`config.mk`:
```
export PLATFORM = sky130hd
export DESIGN_NAME = updown_sequencer
export DESIGN_NICKNAME = d
export VERILOG_FILES = /design/src/rtl/updown_sequencer_pkg.sv /design/src/rtl/updown_sequencer_btn_debounce.sv /design/src/rtl/updown_sequencer.sv
export SDC_FILE = /design/constraint.sdc
export NUM_CORES = 1
export LEC_CHECK = 0
export ABC_AREA = 1
export ABC_CLOCK_PERIOD_IN_PS = 4200
export BUFFER_PORTS_ARGS = -buffer_cell sky130_fd_sc_hd__buf_2
export CAP_MARGIN = 5
export CORE_UTILIZATION = 35
export DETAILED_ROUTE_END_ITERATION = 12
export MAX_ROUTING_LAYER = met4
export PLACE_DENSITY = 0.57
export SLEW_MARGIN = 0
export SYNTH_ARGS = -nofsm -noshare
export SYNTH_HDL_FRONTEND = slang
export SYNTH_HIERARCHICAL = 1
export SYNTH_SLANG_ARGS = --single-unit
```
`constraint.sdc`:
```
create_clock -name CLK -period 4.2 [get_ports CLK]
set_clock_uncertainty 0.05 [all_clocks]
set_input_delay 0.63 -clock CLK [delete_from_list [all_inputs] [get_ports CLK]]
set_output_delay 0.63 -clock CLK [all_outputs]
set_load 0.005 [all_outputs]
```
`src/rtl/updown_sequencer_pkg.sv`:
```
// Shared constants and types for the up/down counter control front-end.
// State and direction encodings stay plain 1-bit constants so older code that compares raw bits keeps working.
package updown_sequencer_pkg;

  localparam logic ST_STOP  = 1'b0;
  localparam logic ST_RUN   = 1'b1;

  localparam logic DIR_UP   = 1'b1;
  localparam logic DIR_DOWN = 1'b0;

  localparam int TICK_DIV_DEF  = 50_000_000;
  localparam int DB_CYCLES_DEF = 500_000;

  // One-cycle press pulses, one per debounced button.
  typedef struct packed {
    logic run;
    logic dir;
    logic step;
    logic clr;
  } btn_press_t;

endpackage

```
`src/rtl/updown_sequencer_btn_debounce.sv`:
```
// Button input conditioner: 2-FF synchronizer, stability-counter debouncer and rising-edge press pulse.
// Raw press to press pulse takes 2 + DB_CYCLES + 1 cycles.
module btn_debounce #(
  parameter int DB_CYCLES = 500_000
) (
  input  logic CLK,
  input  logic RESET,
  input  logic btn,
  output logic press
);

  localparam int CW = $clog2(DB_CYCLES + 1);
  localparam logic [CW-1:0] CNT_LAST = CW'(DB_CYCLES - 1);

  logic          sync1;
  logic          sync2;
  logic          level;
  logic          level_d;
  logic [CW-1:0] cnt;

  // NOTE: all state is assigned with <= so every register samples pre-edge values; blocking here would collapse the synchronizer chain.
  always_ff @(posedge CLK) begin
    if (RESET) begin
      sync1   <= 1'b0;
      sync2   <= 1'b0;
      level   <= 1'b0;
      level_d <= 1'b0;
      cnt     <= '0;
      press   <= 1'b0;
    end else begin
      sync1   <= btn;
      sync2   <= sync1;
      level_d <= level;
      press   <= level & ~level_d;
      // Any cycle where the input agrees with the accepted level restarts the count.
      if (sync2 != level) begin
        if (cnt == CNT_LAST) begin
          level <= sync2;
          cnt   <= '0;
        end else begin
          cnt <= cnt + 1'b1;
        end
      end else begin
        cnt <= '0;
      end
    end
  end

endmodule

```
`src/rtl/updown_sequencer.sv`:
```
// STOP/RUN sequencer for the 4-bit up/down counter: debounced buttons in,
// registered STEP/CLR strobes and DIR/RUNNING levels out.
module updown_sequencer
  import updown_sequencer_pkg::*;
#(
  parameter int TICK_DIV  = TICK_DIV_DEF,
  parameter int DB_CYCLES = DB_CYCLES_DEF
) (
  input  logic CLK,
  input  logic RESET,
  input  logic BTN_RUN,
  input  logic BTN_DIR,
  input  logic BTN_STEP,
  input  logic BTN_CLR,
  output logic STEP,
  output logic DIR,
  output logic CLR,
  output logic RUNNING
);

  localparam int PW = $clog2(TICK_DIV);
  localparam logic [PW-1:0] PRESC_LAST = PW'(TICK_DIV - 1);

  btn_press_t    press;
  logic          state,   state_n;
  logic [PW-1:0] presc,   presc_n;
  logic          step_r,  step_n;
  logic          dir_r,   dir_n;
  logic          clr_r,   clr_n;

  btn_debounce #(.DB_CYCLES(DB_CYCLES)) u_db_run  (.CLK(CLK), .RESET(RESET), .btn(BTN_RUN),  .press(press.run));
  btn_debounce #(.DB_CYCLES(DB_CYCLES)) u_db_dir  (.CLK(CLK), .RESET(RESET), .btn(BTN_DIR),  .press(press.dir));
  btn_debounce #(.DB_CYCLES(DB_CYCLES)) u_db_step (.CLK(CLK), .RESET(RESET), .btn(BTN_STEP), .press(press.step));
  btn_debounce #(.DB_CYCLES(DB_CYCLES)) u_db_clr  (.CLK(CLK), .RESET(RESET), .btn(BTN_CLR),  .press(press.clr));

  // NOTE: every signal driven here gets a default first, so no path leaves one unassigned and no latch is inferred.
  always_comb begin
    state_n = state;
    presc_n = presc;
    step_n  = 1'b0;
    dir_n   = press.dir ? ~dir_r : dir_r;
    clr_n   = press.clr;

    if (press.run) begin
      // A run press wins over both a manual step and a due auto-step.
      state_n = (state == ST_STOP) ? ST_RUN : ST_STOP;
      presc_n = '0;
    end else if (state == ST_RUN) begin
      if (presc == PRESC_LAST) begin
        presc_n = '0;
        step_n  = 1'b1;
      end else begin
        presc_n = presc + 1'b1;
      end
    end else begin
      step_n = press.step;
    end

    if (press.clr) begin
      step_n = 1'b0;
    end
  end

  always_ff @(posedge CLK) begin
    if (RESET) begin
      state  <= ST_STOP;
      presc  <= '0;
      step_r <= 1'b0;
      dir_r  <= DIR_UP;
      clr_r  <= 1'b0;
    end else begin
      state  <= state_n;
      presc  <= presc_n;
      step_r <= step_n;
      dir_r  <= dir_n;
      clr_r  <= clr_n;
    end
  end

  assign STEP    = step_r;
  assign DIR     = dir_r;
  assign CLR     = clr_r;
  assign RUNNING = (state == ST_RUN);

endmodule

```
==> metrics.csv, run 1 <==
stage;metric;value;unit
setup_path;worst reg2reg path depth;9;
pwr;leakage power;2.72;nW
detailed_routing;DRC;0;
setup_path;R2R setup slack;2.29;ns
clocking;hold buffers post-CTS;0;
min_path;hold path depth;1;
sta;Slew headroom;0.486;
setup_path;Worst Setup End Kind;output port;
synthesis;Compound-Gate Fraction of Synth Area;0.0391;
die;FP Rows;49;
min_path;class of the worst hold path;flop to flop;
synthesis;count leader, synth;nand2_1;
synthesis;Avg Inst Size Synth;6.79;µm²
pwr;Peak supply drop;0.273;mV
detailed_routing;Pre-Repair DR Iteration Count;4;
clocking;Worst-path clk slew;0.06;ns
min_path;Hold Crit Start;u_db_dir/level_d$_SDFF_PP0_;
sta;final hold viol count;0;
sta;Final Cycle Share;0.473;
setup_path;data arrival time of the critical path;1.31;ns
synthesis;asr flop ratio synth;0;
sta;endpoints failing setup;0;
synthesis;Syn Nets;988;
sta;max-slew violation count;0;
clocking;CTS sink count;126;
setup_path;Worst path max stage delay;0.66;ns
setup_path;CP max stage cell;dfxtp_1;
run;Max Cap Viol;0;
clocking;H-tree depth;4;
setup_path;CP Max Fanout;14;
global_route;antenna violations before repair;0;
sta;RSZ-0062 raised after global routing;false;
detailed_routing;WL/cell;10.3;µm
final_layout;NumNets Final;1010;
pwr;Pwr Total;2.72;mW
global_route;Congestion Overflow GR;0;
synthesis;Netlist Area Pre-Place;6620;µm²
sta;measured slew at the worst slew-check pin;0.769;ns
setup_path;FF-to-FF End;presc[11]$_SDFFE_PP0P_;
clocking;Root Buffer;clkbuf_16;
clocking;post-CTS setup repair buffer count;0;
detailed_routing;initial drt markers;303;
synthesis;#FFs+latches synth;126;
setup_path;FF-to-FF Start;RUNNING$_SDFFE_PP0P_;
global_route;pin count of the biggest net entering global routing;25;
sta;f_max;504;MHz
synthesis;Yosys warning count;6;
sta;Tmin final;1.99;ns
detailed_routing;Post-DRT Antenna Nets;0;
detailed_routing;WL final;12.8;mm
die;die area;19500;µm²
clocking;CTS buffer count;17;
global_route;GRT Overall Usage;0.147;
synthesis;most frequent cells after synthesis;nand2_1, nor2_1, dfxtp_1, inv_1, nand3_1;
detailed_routing;Avg Vias per Cell;4.45;
detailed_routing;vias post-DR;5512;
clocking;CTS tree;yes;
synthesis;ys flop type;dfxtp_1;
die;Core Region;18300;µm²
setup_path;critical path data required time;3.52;ns
synthesis;Seq/Total Area, Yosys;0.381;
synthesis;largest family of logic cells by synthesized area;simple AND/OR/NAND/NOR gates;
setup_path;CP cell instances;buf_2;
synthesis;post-synth cell types;30;
min_path;Worst Hold Endpoint;u_db_dir/press$_SDFF_PP0_;
sta;setup TNS;0;ns
global_route;first-pass GRT wire length;22.6;mm
synthesis;Synth Area in Adders;0.0113;
place;I/O Buffers;9;
setup_path;critical path class;flop to output port;
setup_path;worst path buffer plus inverter count;1;
clocking;Clock Latency Late Sink;0.42;ns
die;# IOs;10;
place;DP HPWL;9.29;mm
die;die height;140;µm
synthesis;Synth Instances;976;
synthesis;number of flops mapped to enable cells by yosys;0;
final_layout;Final Util;0.408;
clocking;post-cts resize count;0;
place;RD Place Congestion;0.832;
die;Initial Util;0.363;
final_layout;Layout Area Growth over Synthesis;12.6;%
synthesis;Post-Synth Simple-Gate Area;0.439;
synthesis;Synth area leaders;dfxtp_1, nand2_1, nor2_1;
synthesis;mux contribution to synthesized area;0;
final_layout;share of post-route cells with drive strength above 1;0.146;
final_layout;n_diodes;0;
synthesis;area share of the largest cell type after synthesis;0.381;
setup_path;Largest delay share family, worst path;flip-flops;
pwr;Pwr Density;365;nW/µm²
die;Die Wd;140;µm
synthesis;Yosys top cell by area;dfxtp_1;
synthesis;xor-xnor portion of the synthesized cell area;0.0463;
setup_path;Startpoint Class;flop;
clocking;CTS Buffer Depth;2;
global_route;vias in the first global route;5087;
status;outcome;finished, final reports clean;
## worst max path at each step
| stage | slack (ns) | cells after the start | end | startpoint |
|---|---|---|---|---|
| after floorplan | 2.76 | 6 | presc[13]$_SDFFE_PP0P_ | RESET |
| after global placement | 1.96 | 6 | presc[11]$_SDFFE_PP0P_ | RESET |
| after detailed placement | 1.92 | 6 | presc[15]$_SDFFE_PP0P_ | RESET |
| after CTS | 2.18 | 1 | RUNNING | RUNNING$_SDFFE_PP0P_ |
| after global routing | 2.01 | 9 | presc[23]$_SDFFE_PP0P_ | RUNNING$_SDFFE_PP0P_ |
| final | 2.21 | 1 | RUNNING | RUNNING$_SDFFE_PP0P_ |
## power by group
group / internal, mW / switching (mW)
clock: 0.935 / 0.554
sequential: 1.20 / 0.00247
combinational: 0.00857 / 0.0226
## area by class of cell
cell class                 instances  area (µm²)
clock buffer                      19         433
fill                            1947       10800
sequential                       126        2520
multi-input combinational        723        3550
tap                              229         287
timing repair buffer               9        45.0
inverter                         121         454
clock inverter                    13         164
## kinds of logic (layout without fill, tap and decap cells)
logic type,Yosys count,in the layout
and+or+nand+nor,637,637
xor gates and xnor gates,35,35
AOI/OAI and AO/OA,45,45
DFF,126,126
adders and majority gates,6,6
buffers and inverters,127,162
## per-layer routing
| layer | track usage | wire length, µm | vias up |
|---|---|---|---|
| met2 | 0.239 | 5920 | 51 |
| met4 | 0.0544 | 176 | 0 |
| met3 | 0.0351 | 345 | 11 |
| met5 | - | 0 | - |
| met1 | 0.177 | 6320 | 2412 |
| li1 | - | - | 3038 |
## placed cells by master (no fill, tap or decap), types with 6 or more instances in the layout
cell type / n
nor2_2: 44
nor3_1: 14
or2_2: 8
nand3_1: 63
clkbuf_16: 17
a21oi_1: 30
xnor2_1: 13
nand2_4: 8
nand2_1: 245
dfxtp_1: 126
a21oi_2: 8
buf_2: 9
xor2_1: 22
ha_1: 6
nand2_2: 15
nor2_1: 204
inv_1: 116
nand4_1: 11
nor2_4: 15
## through the flow
stage               cells  hold slack (ns)  setup WS (ns)  cell area [µm²]
floorplan             976            0.324           2.76             6620
global placement     1208            0.329           1.96             6860
detailed placement   1208            0.335           1.92             6860
CTS                  1240            0.343           2.18             7460
global route         1240            0.361           2.01             7460
finish               1240            0.340           2.21             7460
## state kept, by name (all words and copies together), names as in the netlist, 19 cells and up
signal and count:
presc 26, u_db_clr/cnt 19, u_db_dir/cnt 19, u_db_step/cnt 19
u_db_run/cnt 19
Note: power is estimated with default switching activity, not from simulation.
==> run 2, diff against run 1 <==
ABC_AREA = 0   (was 1)
ABC_CLOCK_PERIOD_IN_PS = 1740   (was 4200)
PLACE_DENSITY = 0.59   (was 0.57)
clock period = 1.74 ns   (was 4.2 ns; I/O delays follow)
==> run 2 against run 1 <==
Net effect: the flow now finishes with violations (negative setup slack); die area decreased by 16%; count of clock-buffer cells in the layout increased by 6; sequential power increased by 140%; final area decreased by 5.6%; register-to-register slack got worse by 2.3 ns; highest routed layer unchanged.
==> metrics.csv, run 2 <==
stage;metric;value;unit
sta;max-slew violation count;0;
synthesis;area share of the largest cell type after synthesis;0.456;
setup_path;critical path class;flop to flop;
global_route;first-pass GRT wire length;18.9;mm
synthesis;count leader, synth;dfxtp_1;
setup_path;CP max stage cell;or4_4;
final_layout;Filler cells;1475;
die;die area;16300;µm²
die;FP Rows;45;
setup_path;data arrival time of the critical path;2.00;ns
global_route;antenna violations before repair;0;
place;placed cell area;6270;µm²
detailed_routing;WL/cell;12.5;µm
status;outcome;complete, but fails checks;
synthesis;ys flop type;dfxtp_1;
detailed_routing;initial drt markers;157;
synthesis;Seq/Total Area, Yosys;0.456;
setup_path;Worst path max stage delay;0.44;ns
sta;RSZ-0062 raised after global routing;true;
final_layout;n_diodes;0;
final_layout;most frequent cells in the layout;dfxtp_1, nor2_1, xnor2_1;
clocking;Clock Latency Late Sink;0.41;ns
detailed_routing;vias post-DR;4470;
synthesis;number of flops mapped to enable cells by yosys;0;
detailed_routing;Pre-Repair DR Iteration Count;4;
die;die height;128;µm
synthesis;Synth Instances;600;
setup_path;CP Max Fanout;5;
setup_path;R2R setup slack;-0.007;ns
synthesis;Avg Inst Size Synth;9.21;µm²
sta;endpoints failing setup;4;
place;I/O Buffers;9;
pwr;Peak supply drop;0.734;mV
clocking;CTS sink count;126;
final_layout;NumNets Final;697;
setup_path;Largest delay share family, worst path;simple AND/OR/NAND/NOR gates;
status;failing checks;negative setup slack;
synthesis;Yosys warning count;6;
global_route;vias in the first global route;4277;
place;DP HPWL;7.73;mm
synthesis;Yosys top cell by area;dfxtp_1;
sta;Slew headroom;0.748;
synthesis;Netlist Area Pre-Place;5530;µm²
clocking;CTS Buffer Depth;2;
synthesis;#FFs+latches synth;126;
sta;final hold viol count;0;
final_layout;max reg flops;26;
sta;fin worst setup slack;-0.00684;ns
sta;measured slew at the worst slew-check pin;0.374;ns
sta;f_max;572;MHz
die;Initial Util;0.361;
final_layout;fin cells;904;
final_layout;final design area excluding fillers;7040;µm²
sta;Tmin final;1.75;ns
place;RD Place Congestion;0.810;
pwr;leakage power;2.28;nW
synthesis;asr flop ratio synth;0;
global_route;pin count of the biggest net entering global routing;21;
pwr;Pwr Total;6.04;mW
global_route;GRT Overall Usage;0.150;
detailed_routing;WL final;11.3;mm
clocking;CTS tree;yes;
sta;setup TNS;-0.0157;ns
detailed_routing;Post-DRT Antenna Nets;0;
die;# IOs;10;
clocking;H-tree depth;4;
pwr;Pwr Density;859;nW/µm²
final_layout;most common cell after layout, fill and taps aside;dfxtp_1;
min_path;class of the worst hold path;input port to flop;
sta;Final Cycle Share;1.00;
detailed_routing;DRC;0;
setup_path;Startpoint Class;flop;
synthesis;most frequent cells after synthesis;dfxtp_1, nor2_1, xnor2_1, nand4_1, nand2_1;
final_layout;largest reg by FF count;presc;
setup_path;worst path buffer plus inverter count;2;
run;Max Cap Viol;0;
setup_path;CP cell instances;ha_4 > nand3_4 > or4_4 > o31ai_4 > buf_6 > clkbuf_16 > nor2_2;
detailed_routing;Avg Vias per Cell;4.94;
die;Die Wd;128;µm
clocking;Worst-path clk slew;0.05;ns
synthesis;Synth area leaders;dfxtp_1, xnor2_1, nor2_1;
die;Core Region;15300;µm²
place;DP Cell Count;861;
final_layout;share of post-route cells with drive strength above 1;0.238;
final_layout;Layout Area Growth over Synthesis;27.3;%
clocking;Root Buffer;clkbuf_16;
setup_path;Worst Setup End Kind;flop;
place;post-place setup slack;-0.000763;ns
clocking;CTS buffer count;17;
global_route;Congestion Overflow GR;0;
synthesis;post-synth cell types;49;
setup_path;critical path data required time;1.99;ns
synthesis;Syn Nets;612;
-- run 2: what timing repair did --
action / 4_1_cts / 5_1_grt
pin swaps: 1 / 15
hold endpoints to repair: 1 / 0
hold buffers: 1 / 0
cloned: 0 / 5
setup buffers: 0 / 10
gates resized for setup: 0 / 35
setup endpoints to repair: 1 / 79
-- run 2: through the flow --
step                utilization  hold WS [ns]
finish                    0.460        0.0163
global route              0.460        0.0245
CTS                       0.443       0.00167
detailed placement        0.409         0.330
global placement          0.409         0.324
floorplan                     -         0.283
-- run 2: final timing paths --
kind / from / endpoint / cells past startpoint
setup / recovery: u_db_step/cnt[0]$_SDFF_PP0_ / u_db_step/cnt[10]$_SDFF_PP0_ / 7
setup reg to reg: u_db_step/cnt[0]$_SDFF_PP0_ / u_db_step/cnt[10]$_SDFF_PP0_ / 7
hold / removal: BTN_CLR / u_db_clr/sync1$_SDFF_PP0_ / 2
hold reg to reg: u_db_clr/level_d$_SDFF_PP0_ / u_db_clr/press$_SDFF_PP0_ / 1
-- run 2: worst reg2reg max path, delay by kind of cell, from the launching register on --
kind                       cells  cell delay (ns)
and+or+nand+nor                3             0.55
AOI/OAI and AO/OA              1             0.20
adders and majority gates      1             0.15
DFF                            1             0.37
buffers and inverters          2             0.32
-- run 2: metal layers --
metal | GRT usage | wire (µm)
met4 | 0.0644 | 72
met5 | - | 0
met1 | 0.173 | 5260
met2 | 0.241 | 5710
met3 | 0.0463 | 283
-- run 2: report_power, final --
part / switching, mW / internal (mW)
registers: 0.00785 / 2.89
clock network: 1.12 / 1.92
logic: 0.0489 / 0.0513
-- run 2: kinds of logic (layout without fill, tap and decap cells) --
family / Yosys count / in the layout / synth area share
AOI/OAI and AO/OA: 39 / 39 / 0.0555
xor gates and xnor gates: 80 / 80 / 0.127
adders and majority gates: 6 / 6 / 0.0136
buffers and inverters: 34 / 127 / 0.0331
DFF: 126 / 126 / 0.456
muxes: 5 / 5 / 0.00906
and+or+nand+nor: 310 / 310 / 0.306
-- run 2: layout make-up --
class                   instances  area (µm²)  share of cell area
inverters                      24        90.1              0.0128
multi-input cells             440        2960               0.421
clock buffers                  25         495              0.0704
repair buffers                 76         658              0.0935
clock inverters                 2        10.0             0.00142
flip-flops and latches        126        2560               0.364
well taps                     211         264              0.0375
==> run 3, diff against run 2 <==
RECOVER_POWER = 50   (was not set)
SKIP_CTS_REPAIR_TIMING = 1   (was not set)
==> run 3 against run 2 <==
Net effect: fmax is essentially flat; register-to-register slack is essentially flat; count of clock-buffer cells in the layout is the same; via count shrank 0.25%; worst setup slack lost 0.00050 ns; core utilization shrank 0.28 points; total power is essentially flat; largest power group unchanged; routed wire length grew 0.31%; final area shrank 0.60%; highest routed layer unchanged; die area is the same; the flow still finishes with violations (negative setup slack); combinational power shrank 4%; sequential power is essentially flat.
==> metrics.csv, run 3 (same netlist as run 2, synthesis figures left out) <==
stage;metric;value;unit
clocking;H-tree depth;4;
die;die area;16300;µm²
sta;final hold slack;0.00984;ns
detailed_routing;vias post-DR;4459;
die;Core Region;15300;µm²
setup_path;critical path class;flop to flop;
setup_path;data arrival time of the critical path;2.00;ns
min_path;Hold Crit Start;BTN_RUN;
setup_path;FF-to-FF End;u_db_step/cnt[10]$_SDFF_PP0_;
detailed_routing;WL/cell;12.6;µm
global_route;first-pass GRT wire length;18.9;mm
sta;measured slew at the worst slew-check pin;0.445;ns
die;Initial Util;0.361;
min_path;Worst Hold Endpoint;u_db_run/sync1$_SDFF_PP0_;
sta;endpoints failing setup;3;
final_layout;share of post-route cells with drive strength above 1;0.227;
final_layout;NumNets Final;696;
sta;final hold viol count;0;
final_layout;most frequent cells in the layout;dfxtp_1, nor2_1, xnor2_1;
sta;f_max;572;MHz
die;Die Wd;128;µm
status;outcome;complete, but fails checks;
pwr;leakage power;2.25;nW
die;FP Rows;45;
clocking;CTS tree;yes;
sta;Slew headroom;0.703;
detailed_routing;Post-DRT Antenna Nets;0;
detailed_routing;Avg Vias per Cell;4.94;
global_route;antenna violations before repair;0;
clocking;Clock Latency Late Sink;0.41;ns
sta;max-slew violation count;0;
die;# IOs;10;
global_route;Congestion Overflow GR;0;
min_path;class of the worst hold path;input port to flop;
sta;fin worst setup slack;-0.00735;ns
final_layout;Filler cells;1480;
detailed_routing;initial drt markers;212;
final_layout;largest reg by FF count;presc;
global_route;pin count of the biggest net entering global routing;21;
final_layout;Layout Area Growth over Synthesis;26.6;%
setup_path;Startpoint Class;flop;
clocking;CTS buffer count;17;
sta;Tmin final;1.75;ns
pwr;Pwr Density;864;nW/µm²
clocking;Root Buffer;clkbuf_16;
global_route;GRT Overall Usage;0.150;
detailed_routing;WL final;11.4;mm
setup_path;Worst Setup End Kind;flop;
setup_path;FF-to-FF Start;u_db_step/cnt[0]$_SDFF_PP0_;
run;Max Cap Viol;0;
status;failing checks;negative setup slack;
setup_path;CP Max Fanout;5;
place;I/O Buffers;9;
place;RD Place Congestion;0.810;
min_path;hold path depth;2;
detailed_routing;DRC;0;
setup_path;critical path data required time;1.99;ns
clocking;CTS Buffer Depth;2;
sta;setup TNS;-0.0157;ns
clocking;CTS sink count;126;
sta;Final Cycle Share;1.00;
setup_path;R2R setup slack;-0.007;ns
setup_path;worst reg2reg path depth;7;
final_layout;most common cell after layout, fill and taps aside;dfxtp_1;
die;die height;128;µm
global_route;vias in the first global route;4277;
detailed_routing;Pre-Repair DR Iteration Count;4;
final_layout;max reg flops;26;
final_layout;n_diodes;0;
pwr;Peak supply drop;0.737;mV
clocking;Worst-path clk slew;0.05;ns
sta;RSZ-0062 raised after global routing;true;
place;DP HPWL;7.73;mm
run 3: changes by cell type in the layout (fill, tap and decap cells not counted), sizes merged:
cell	previous run	this run
clkbuf	27	34
dlygate4sd3	1	0
buf	73	66
run 3: worst max-delay path, cell delays in order (launching register included):
cell and delay [ns]:
dfxtp_4 0.37, ha_4 0.15, nand3_4 0.07, or4_4 0.44
o31ai_4 0.20, buf_6 0.16, clkbuf_16 0.16, nor2_2 0.04
run 3: how the worst max path moves through the flow:
stage | start | end | slack [ns] | cells past startpoint
after floorplan | u_db_clr/cnt[1]$_SDFF_PP0_ | u_db_clr/cnt[10]$_SDFF_PP0_ | -0.07 | 6
final | u_db_step/cnt[0]$_SDFF_PP0_ | u_db_step/cnt[10]$_SDFF_PP0_ | -0.007 | 7
after global placement | u_db_run/cnt[3]$_SDFF_PP0_ | u_db_run/cnt[13]$_SDFF_PP0_ | 0.03 | 4
after global routing | u_db_run/cnt[0]$_SDFF_PP0_ | u_db_run/cnt[4]$_SDFF_PP0_ | -0.05 | 7
after CTS | u_db_run/cnt[2]$_SDFF_PP0_ | u_db_run/cnt[13]$_SDFF_PP0_ | -0.001 | 4
after detailed placement | u_db_run/cnt[2]$_SDFF_PP0_ | u_db_run/cnt[13]$_SDFF_PP0_ | -0.0008 | 4
run 3: final cells by class:
| cell class | instances | area, µm² | area share |
|---|---|---|---|
| inverter | 24 | 90.1 | 0.0129 |
| clock buffer | 25 | 495 | 0.0708 |
| sequential | 126 | 2560 | 0.366 |
| timing repair buffer | 75 | 628 | 0.0898 |
| tap | 211 | 264 | 0.0377 |
| clock inverter | 2 | 10.0 | 0.00143 |
| multi-input combinational | 440 | 2950 | 0.421 |
run 3: power breakdown:
group	switching, mW	leakage, nW	total [mW]	internal, mW
clock	1.13	0.251	3.05	1.92
sequential	0.00774	1.03	2.90	2.89
combinational	0.0486	0.968	0.0957	0.0471
total	1.18	2.25	6.04	4.86
run 3: metal layers:
layer	routed length [µm]	GRT usage	part of all wire
met1	5310	0.173	0.47
met2	5680	0.241	0.50
met3	294	0.0463	0.026
met4	72	0.0644	0.0063
met5	0	-	0
run 3: through the flow:
stage | cell area (µm²) | std cells | setup WS [ns] | power (mW) | util
3_5_place_dp | 6270 | 861 | -0.000763 | 3.05 | 0.409
6_report | 7000 | 903 | -0.00735 | 6.04 | 0.457
2_1_floorplan | 5620 | 600 | -0.0653 | 3.02 | -
5_1_grt | 7000 | 903 | -0.0518 | 6.30 | 0.457
4_1_cts | 6770 | 888 | -0.00149 | 6.13 | 0.442
3_3_place_gp | 6270 | 861 | 0.0336 | 3.05 | 0.409
